File: src/rtl/noc_packet_injector.sv
// noc_packet_injector: turns a command plus a payload stream into header/body/tail NoC flits.
// Defining NOC_INJ_PKT_CNT_EN adds saturating packet and flit handshake counters.
module noc_packet_injector #(
  parameter int FLIT_WIDTH = 32,
  parameter int COORD_W = 2,
  parameter int SRC_X = 0,
  parameter int SRC_Y = 0
) (
  input  logic                  noc_clk,
  input  logic                  noc_rst_n,
  input  logic                  cmd_valid,
  output logic                  cmd_ready,
  input  logic [COORD_W-1:0]    cmd_dst_x,
  input  logic [COORD_W-1:0]    cmd_dst_y,
  input  logic [7:0]            cmd_len,
  input  logic                  pl_valid,
  output logic                  pl_ready,
  input  logic [FLIT_WIDTH-1:0] pl_data,
  output logic                  noc_valid,
  input  logic                  noc_ready,
  output logic [FLIT_WIDTH-1:0] noc_flit,
  output logic                  noc_is_header,
  output logic                  noc_is_tail
`ifdef NOC_INJ_PKT_CNT_EN
  ,
  output logic [15:0]           pkt_cnt,
  output logic [15:0]           flit_cnt
`endif
);
  typedef enum logic [1:0] {IDLE, HEAD, BODY} state_t;
  localparam logic [COORD_W-1:0] SX = COORD_W'(SRC_X);
  localparam logic [COORD_W-1:0] SY = COORD_W'(SRC_Y);
  state_t state, state_n;
  logic [7:0] len, len_n, rem, rem_n;
  logic valid_n, hdr_n, tail_n, xfer, pl_xfer;
  logic [FLIT_WIDTH-1:0] flit_n, header;
  assign cmd_ready = state == IDLE;
  assign xfer = noc_valid && noc_ready;
  assign pl_ready = state == BODY && (!noc_valid || noc_ready) && rem != 8'd0;
  assign pl_xfer = pl_valid && pl_ready;
  always_comb begin
    header = '0;
    header[FLIT_WIDTH-1 -: 4*COORD_W] = {cmd_dst_x, cmd_dst_y, SX, SY};
    header[7:0] = cmd_len;
  end
  always_comb begin
    state_n = state;
    len_n = len;
    rem_n = rem;
    valid_n = noc_valid;
    flit_n = noc_flit;
    hdr_n = noc_is_header;
    tail_n = noc_is_tail;
    if (state == IDLE) begin
      if (cmd_valid) begin
        state_n = HEAD;
        len_n = cmd_len;
        valid_n = 1'b1;
        flit_n = header;
        hdr_n = 1'b1;
        tail_n = cmd_len == 8'd0;
      end
    end else if (state == HEAD) begin
      if (noc_ready) begin
        state_n = len == 8'd0 ? IDLE : BODY;
        rem_n = len;
        valid_n = 1'b0;
        hdr_n = 1'b0;
        tail_n = 1'b0;
      end
    end else if (pl_xfer) begin
      // a pending flit drains in the same cycle the next one loads
      valid_n = 1'b1;
      flit_n = pl_data;
      hdr_n = 1'b0;
      tail_n = rem == 8'd1;
      rem_n = rem - 8'd1;
    end else if (xfer) begin
      valid_n = 1'b0;
      tail_n = 1'b0;
      state_n = noc_is_tail ? IDLE : BODY;
    end
  end
  always_ff @(posedge noc_clk or negedge noc_rst_n) begin
    if (!noc_rst_n) begin
      state <= IDLE;
      len <= '0;
      rem <= '0;
      noc_valid <= 1'b0;
      noc_flit <= '0;
      noc_is_header <= 1'b0;
      noc_is_tail <= 1'b0;
    end else begin
      state <= state_n;
      len <= len_n;
      rem <= rem_n;
      noc_valid <= valid_n;
      noc_flit <= flit_n;
      noc_is_header <= hdr_n;
      noc_is_tail <= tail_n;
    end
  end
`ifdef NOC_INJ_PKT_CNT_EN
  always_ff @(posedge noc_clk or negedge noc_rst_n) begin
    if (!noc_rst_n) begin
      pkt_cnt <= '0;
      flit_cnt <= '0;
    end else begin
      if (xfer && flit_cnt != 16'hFFFF) flit_cnt <= flit_cnt + 16'd1;
      if (xfer && noc_is_tail && pkt_cnt != 16'hFFFF) pkt_cnt <= pkt_cnt + 16'd1;
    end
  end
`endif
endmodule
File: config.mk
export PLATFORM = sky130hd
export DESIGN_NAME = noc_packet_injector
export DESIGN_NICKNAME = d
export VERILOG_FILES = /design/src/rtl/noc_packet_injector.sv
export SDC_FILE = /design/constraint.sdc
export NUM_CORES = 1
export LEC_CHECK = 0
export CAP_MARGIN = 20
export CORE_MARGIN = 2
export CORE_UTILIZATION = 46
export CTS_CLUSTER_DIAMETER = 80
export CTS_CLUSTER_SIZE = 24
export DETAILED_ROUTE_END_ITERATION = 12
export PLACE_DENSITY = 0.86
export SETUP_SLACK_MARGIN = 0.02
export SLEW_MARGIN = 20
export SYNTH_ARGS = -nofsm -noshare
export SYNTH_HDL_FRONTEND = slang
export SYNTH_SLANG_ARGS = --single-unit
File: constraint.sdc
create_clock -name noc_clk -period 2.35 [get_ports noc_clk]
set_input_delay 0.235 -clock noc_clk [delete_from_list [all_inputs] [get_ports noc_clk]]
set_output_delay 0.235 -clock noc_clk [all_outputs]
set_load 0.01 [all_outputs]
==> results of run 1 <==
[worst register-to-register path: stages, from the launching register on]
cell	delay [ps]
dfrtp_1	480
nor4_4	380
nand3_2	130
buf_4	230
a21boi_4	300
mux2_1	350
[stage by stage]
| step | setup WS, ps | utilization [%] | hold WS, ps | power [mW] |
|---|---|---|---|---|
| after floorplan | 668 | - | -60.6 | 2.54 |
| after global placement | 380 | 63.9 | 382 | 3.38 |
| after detailed placement | 297 | 63.9 | 392 | 3.46 |
| after CTS | 130 | 65.7 | 62.4 | 4.01 |
| after global routing | 52.2 | 65.7 | 83.3 | 4.28 |
| final | 128 | 65.7 | 35.2 | 4.00 |
[kinds of logic after synthesis]
kind of cell	count (synthesis)	synth area share (%)
and+or+nand+nor	118	23.5
AOI/OAI and AO/OA	60	17.4
DFF	53	51.9
buffers and inverters	22	4.16
muxes	4	1.61
adders and majority gates	3	1.47
[registers in the layout, summed over array words and instances (netlist names)]
register       flops
noc_is_header      1
rem                8
noc_flit          32
noc_is_tail        1
noc_valid          1
state              2
len                8
[power by group]
group	switching [mW]	total (mW)	internal, mW	leakage (nW)
clock	0.287	0.554	0.267	0.0542
combinational	0.851	1.83	0.984	0.818
sequential	0.312	1.61	1.30	0.623
total	1.45	4.00	2.55	1.50
[per-layer routing]
layer  global-route usage [%]  routed length [um]
met1                     28.4                2840
met2                     36.5                2960
met5                        0                   0
met3                     6.44                 578
met4                     5.09                  83
[cell type report]
type	count	area, um2	share of cell area, %
inverter	4	15.0	0.420
sequential	53	1330	37.1
clock inverter	1	5.00	0.140
multi-input combinational	185	1130	31.6
tap	72	90.1	2.52
timing repair buffer	94	913	25.5
clock buffer	7	96.3	2.69
[worst max-delay path by stage]
| stage | startpoint | end | slack, ps | depth (start not counted) |
|---|---|---|---|---|
| global placement | noc_ready | noc_flit[1]$_DFFE_PN0P_ | 380 | 5 |
| finish | rem[4]$_DFFE_PN0P_ | pl_ready | 130 | 4 |
| floorplan | rem[0]$_DFFE_PN0P_ | rem[6]$_DFFE_PN0P_ | 670 | 5 |
| global route | rem[4]$_DFFE_PN0P_ | pl_ready | 50 | 4 |
| detailed placement | noc_ready | noc_flit[28]$_DFFE_PN0P_ | 300 | 5 |
| CTS | rem[4]$_DFFE_PN0P_ | pl_ready | 130 | 4 |
[synthesized netlist by cell type, types with 4 or more instances]
cell type  instances  area share (%)
o221ai_1           6             2.1
o21ai_1           10             2.0
nand2b_1          14             3.4
o21ai_0           12             2.3
nor4_1             8             2.0
dfrtp_1           53              52
nand2_1           52             7.6
nor2_1             4            0.59
inv_1              4            0.59
o221a_1           10             4.4
clkbuf_1          10             1.5
buf_2              4            0.78
a21oi_1            8             1.6
nand3_1           22             4.3
==> flow_summary.ini, run 1 <==
[worst_setup_path]
path_class = flip-flop to output port
crit_family = simple AND/OR/NAND/NOR gates
r2r_start = rem[4]$_DFFE_PN0P_
r2r-end = rem[1]$_DFFE_PN0P_
end_kind = output port
crit_path_start_kind = flip-flop
crit_buf_inv = 1
crit_path_top_delay_cell = clkdlybuf4s50_1
worstPathRequired_ps = 2120
worstPathArrival_ps = 1990
path_cells = nor4_4 > nand3_2 > and4_1 > clkdlybuf4s50_1
reg2regPathDepth = 5
crit_path_max_fanout = 8
r2r_setup_slack_ps = 370
max_stage_delay_ps = 490

[final_layout]
syn2layout_area_growth_pct = 39.8
instances_no_fill = 416
n_fill_cell = 436
final_cell_area_mm2 = 0.00358
antennaDiodeCount = 0
fin_nets = 395
drive_above_1_share_pct = 8.72
final_common_cell = clkdlybuf4s50_1
mostFrequentLayoutCells = clkdlybuf4s50_1, dfrtp_1, nand2_1

[clock_network]
cts_hold_buf = 0
root_buffer = clkbuf_8
cts_max_path_buffers = 2
post_cts_resized = 0
cts-buffers-inserted = 5
clk_pin_slew_worst_paths_ps = 90
clock-sinks = 53
worst_skew_pair.late_latency_ps = 310
cts_tree = built
post_cts_buffers = 0
htreeDepth = 2

[grt]
grt_pass1_wl_mm = 10.8
gr-total-overflow = 0
grt_max_degree = 54
antenna_found_initial = 0
grt_usage_pct = 22.0
grt_pass1_vias = 2299

[synth]
synth_ff_type = dfrtp_1
yosysSeqAreaShare_pct = 51.9
synth_edf_count = 0
ys_types = 45
synthArstFlopShare_pct = 100
syn_area_per_cell_um2 = 9.84
synth_cells = 260
netlist_area_mm2 = 0.00256
synth_seq_cells = 53
yosys_warnings = 0
syn-num-nets = 312

[placed_design]
place.gp.congestion = 0.831
port_buffers = 85
place_area_mm2 = 0.00347
placed_cells = 408
place_hpwl_mm = 4.51

[pwr]
p_per_area_mw_per_mm2 = 1120
vdd_drop_max_v = 0.000599
leakagePower_nw = 1.50

[flow_run]
maxCapViolCount = 0

[floorplan]
rows = 27
die_w_um = 78.6
top_level_ports = 86
dieArea_mm2 = 0.00617
start_util_pct = 47.0
die_h_um = 78.6
fp.coreArea_mm2 = 0.00544

[timing]
grt_setup_unrepaired = no
hold_violations = 0
worst_pin_slew_ps = 654
slew_headroom_pct = 56.4
max_freq_ghz = 0.450
skew_ps = 2.96
layout_min_cycle_time_ps = 2220
fin_setup_tns_ps = 0
maxSlewViolCount = 0
post-route-period-util_pct = 94.6
finalSetupViolCount = 0

[drt]
drt_iter0_markers = 118
wl_per_cell_um = 15.5
vias_per_cell = 5.55
drc = 0
num_vias = 2308
routed_wl_mm = 6.46
dr.pass1.iters = 4
ant_nets = 0

[worst_hold_path]
hold_path.class = input pin to async pin

[status]
outcome = complete, no violations
Note: power is estimated with default switching activity, not from simulation.
==> run 2: changes to the inputs <==
--- a/config.mk
+++ b/config.mk
@@ -6,7 +6,7 @@
 export NUM_CORES = 1
 export LEC_CHECK = 0
 export CAP_MARGIN = 20
-export CORE_MARGIN = 2
+export CORE_MARGIN = 3
 export CORE_UTILIZATION = 46
 export CTS_CLUSTER_DIAMETER = 80
 export CTS_CLUSTER_SIZE = 24
==> flow_summary.ini, run 2 (synthesis gave the netlist of run 1 again) <==
[worst_setup_path]
end_kind = output port
crit_path_start_kind = flip-flop
worstPathRequired_ps = 2120
r2r_start = rem[4]$_DFFE_PN0P_
crit_path_max_fanout = 8
path_class = flip-flop to output port
r2r-end = rem[1]$_DFFE_PN0P_
r2r_setup_slack_ps = 370
worstPathArrival_ps = 1990
reg2regPathDepth = 5

[clock_network]
post_cts_buffers = 0
cts_tree = built
cts_max_path_buffers = 2
worst_skew_pair.late_latency_ps = 310
clock-sinks = 53
htreeDepth = 2
cts-buffers-inserted = 5
root_buffer = clkbuf_8
clk_pin_slew_worst_paths_ps = 90

[drt]
vias_per_cell = 5.63
dr.pass1.iters = 4
wl_per_cell_um = 15.7
drt_iter0_markers = 131
drc = 0
ant_nets = 0
num_vias = 2343
routed_wl_mm = 6.53

[final_layout]
fin_nets = 397
final_util_pct = 68.6
final_common_cell = clkdlybuf4s50_1
largest_register_ffs = 32
largest-register = noc_flit
n_fill_cell = 424
register_area_mm2 = 0.00133
instances_no_fill = 416
antennaDiodeCount = 0
final_cell_area_mm2 = 0.00359
reg_top3 = noc_flit: 32 flops, len: 8 flops, rem: 8 flops
syn2layout_area_growth_pct = 40.4
drive_above_1_share_pct = 8.96
mostFrequentLayoutCells = clkdlybuf4s50_1, dfrtp_1, nand2_1
multi_input_area_mm2 = 0.00113

[worst_hold_path]
hold_depth = 3
holdCritStartpoint = pl_data[19]
hold_path.class = input pin to flip-flop
hold_path_end = noc_flit[19]$_DFFE_PN0P_

[pwr]
leakagePower_nw = 1.50
vdd_drop_max_v = 0.000660
p_per_area_mw_per_mm2 = 1110
p_total_mw = 3.99

[floorplan]
die_w_um = 80.6
top_level_ports = 86
start_util_pct = 48.8
die_h_um = 80.6
fp.coreArea_mm2 = 0.00524
rows = 26
dieArea_mm2 = 0.00649

[placed_design]
place_hpwl_mm = 4.76
placed_cells = 407
place_area_mm2 = 0.00348
place.gp.congestion = 0.838
pre_cts_ws_ps = 331
port_buffers = 85

[timing]
maxSlewViolCount = 0
skew_ps = 5.85
holdWs_ps = 469
layout_min_cycle_time_ps = 2220
max_freq_ghz = 0.450
worst_pin_slew_ps = 704
hold_violations = 0
slew_headroom_pct = 53.0
fin_setup_tns_ps = 0
post-route-period-util_pct = 94.6
finalSetupViolCount = 0
grt_setup_unrepaired = no
fin_ws_ps = 127

[grt]
gr-total-overflow = 0
grt_usage_pct = 21.8
grtUsageMet1_pct = 28.1
gr-usage-met3_pct = 6.50
grt_pass1_wl_mm = 11.1
grt_max_degree = 33
grt_pass1_vias = 2322
met2_usage_pct = 35.6
grt.busiest_layer = met2
antenna_found_initial = 0

[flow_run]
maxCapViolCount = 0

[status]
outcome = complete, no violations
[run 2: cell count changes in the layout (fill, tap and decap cells not counted), sizes merged]
cell,previous run,this run
dlygate4sd3,0,1
buf,10,11
[run 2: worst max path at each step]
stage / from / to / slack, ps / cells past startpoint
floorplan: rem[0]$_DFFE_PN0P_ / rem[6]$_DFFE_PN0P_ / 670 / 5
global placement: noc_ready / noc_flit[0]$_DFFE_PN0P_ / 400 / 5
detailed placement: noc_ready / noc_flit[5]$_DFFE_PN0P_ / 330 / 5
CTS: rem[4]$_DFFE_PN0P_ / pl_ready / 120 / 4
global route: rem[4]$_DFFE_PN0P_ / pl_ready / 40 / 4
finish: rem[4]$_DFFE_PN0P_ / pl_ready / 130 / 4
[run 2: routing by layer]
layer / wire [um] / up-vias
met5: 0 / -
li1: - / 1108
met1: 2820 / 1132
met3: 571 / 11
met4: 92 / 0
met2: 3040 / 92
[run 2: what timing repair did]
action                    CTS  global route
hold endpoints to repair   18             0
gates resized for setup     0             0
hold buffers                1             0
[run 2: power breakdown]
part	total (mW)	switching, mW	leakage [nW]	internal, mW
combinational	1.83	0.845	0.827	0.984
clock	0.562	0.295	0.0542	0.267
sequential	1.60	0.303	0.623	1.30
[run 2: layout make-up]
cell class	count	area share (%)
inverters	4	0.418
clock inverters	1	0.139
repair buffers	96	25.9
clock buffers	7	2.68
well taps	70	2.44
flip-flops and latches	53	36.9
multi-input cells	185	31.5
[run 2: critical path: stages (launching register included)]
cell and delay, ps:
dfrtp_1 490, nor4_4 370, nand3_2 130, and4_1 210, clkdlybuf4s50_1 490
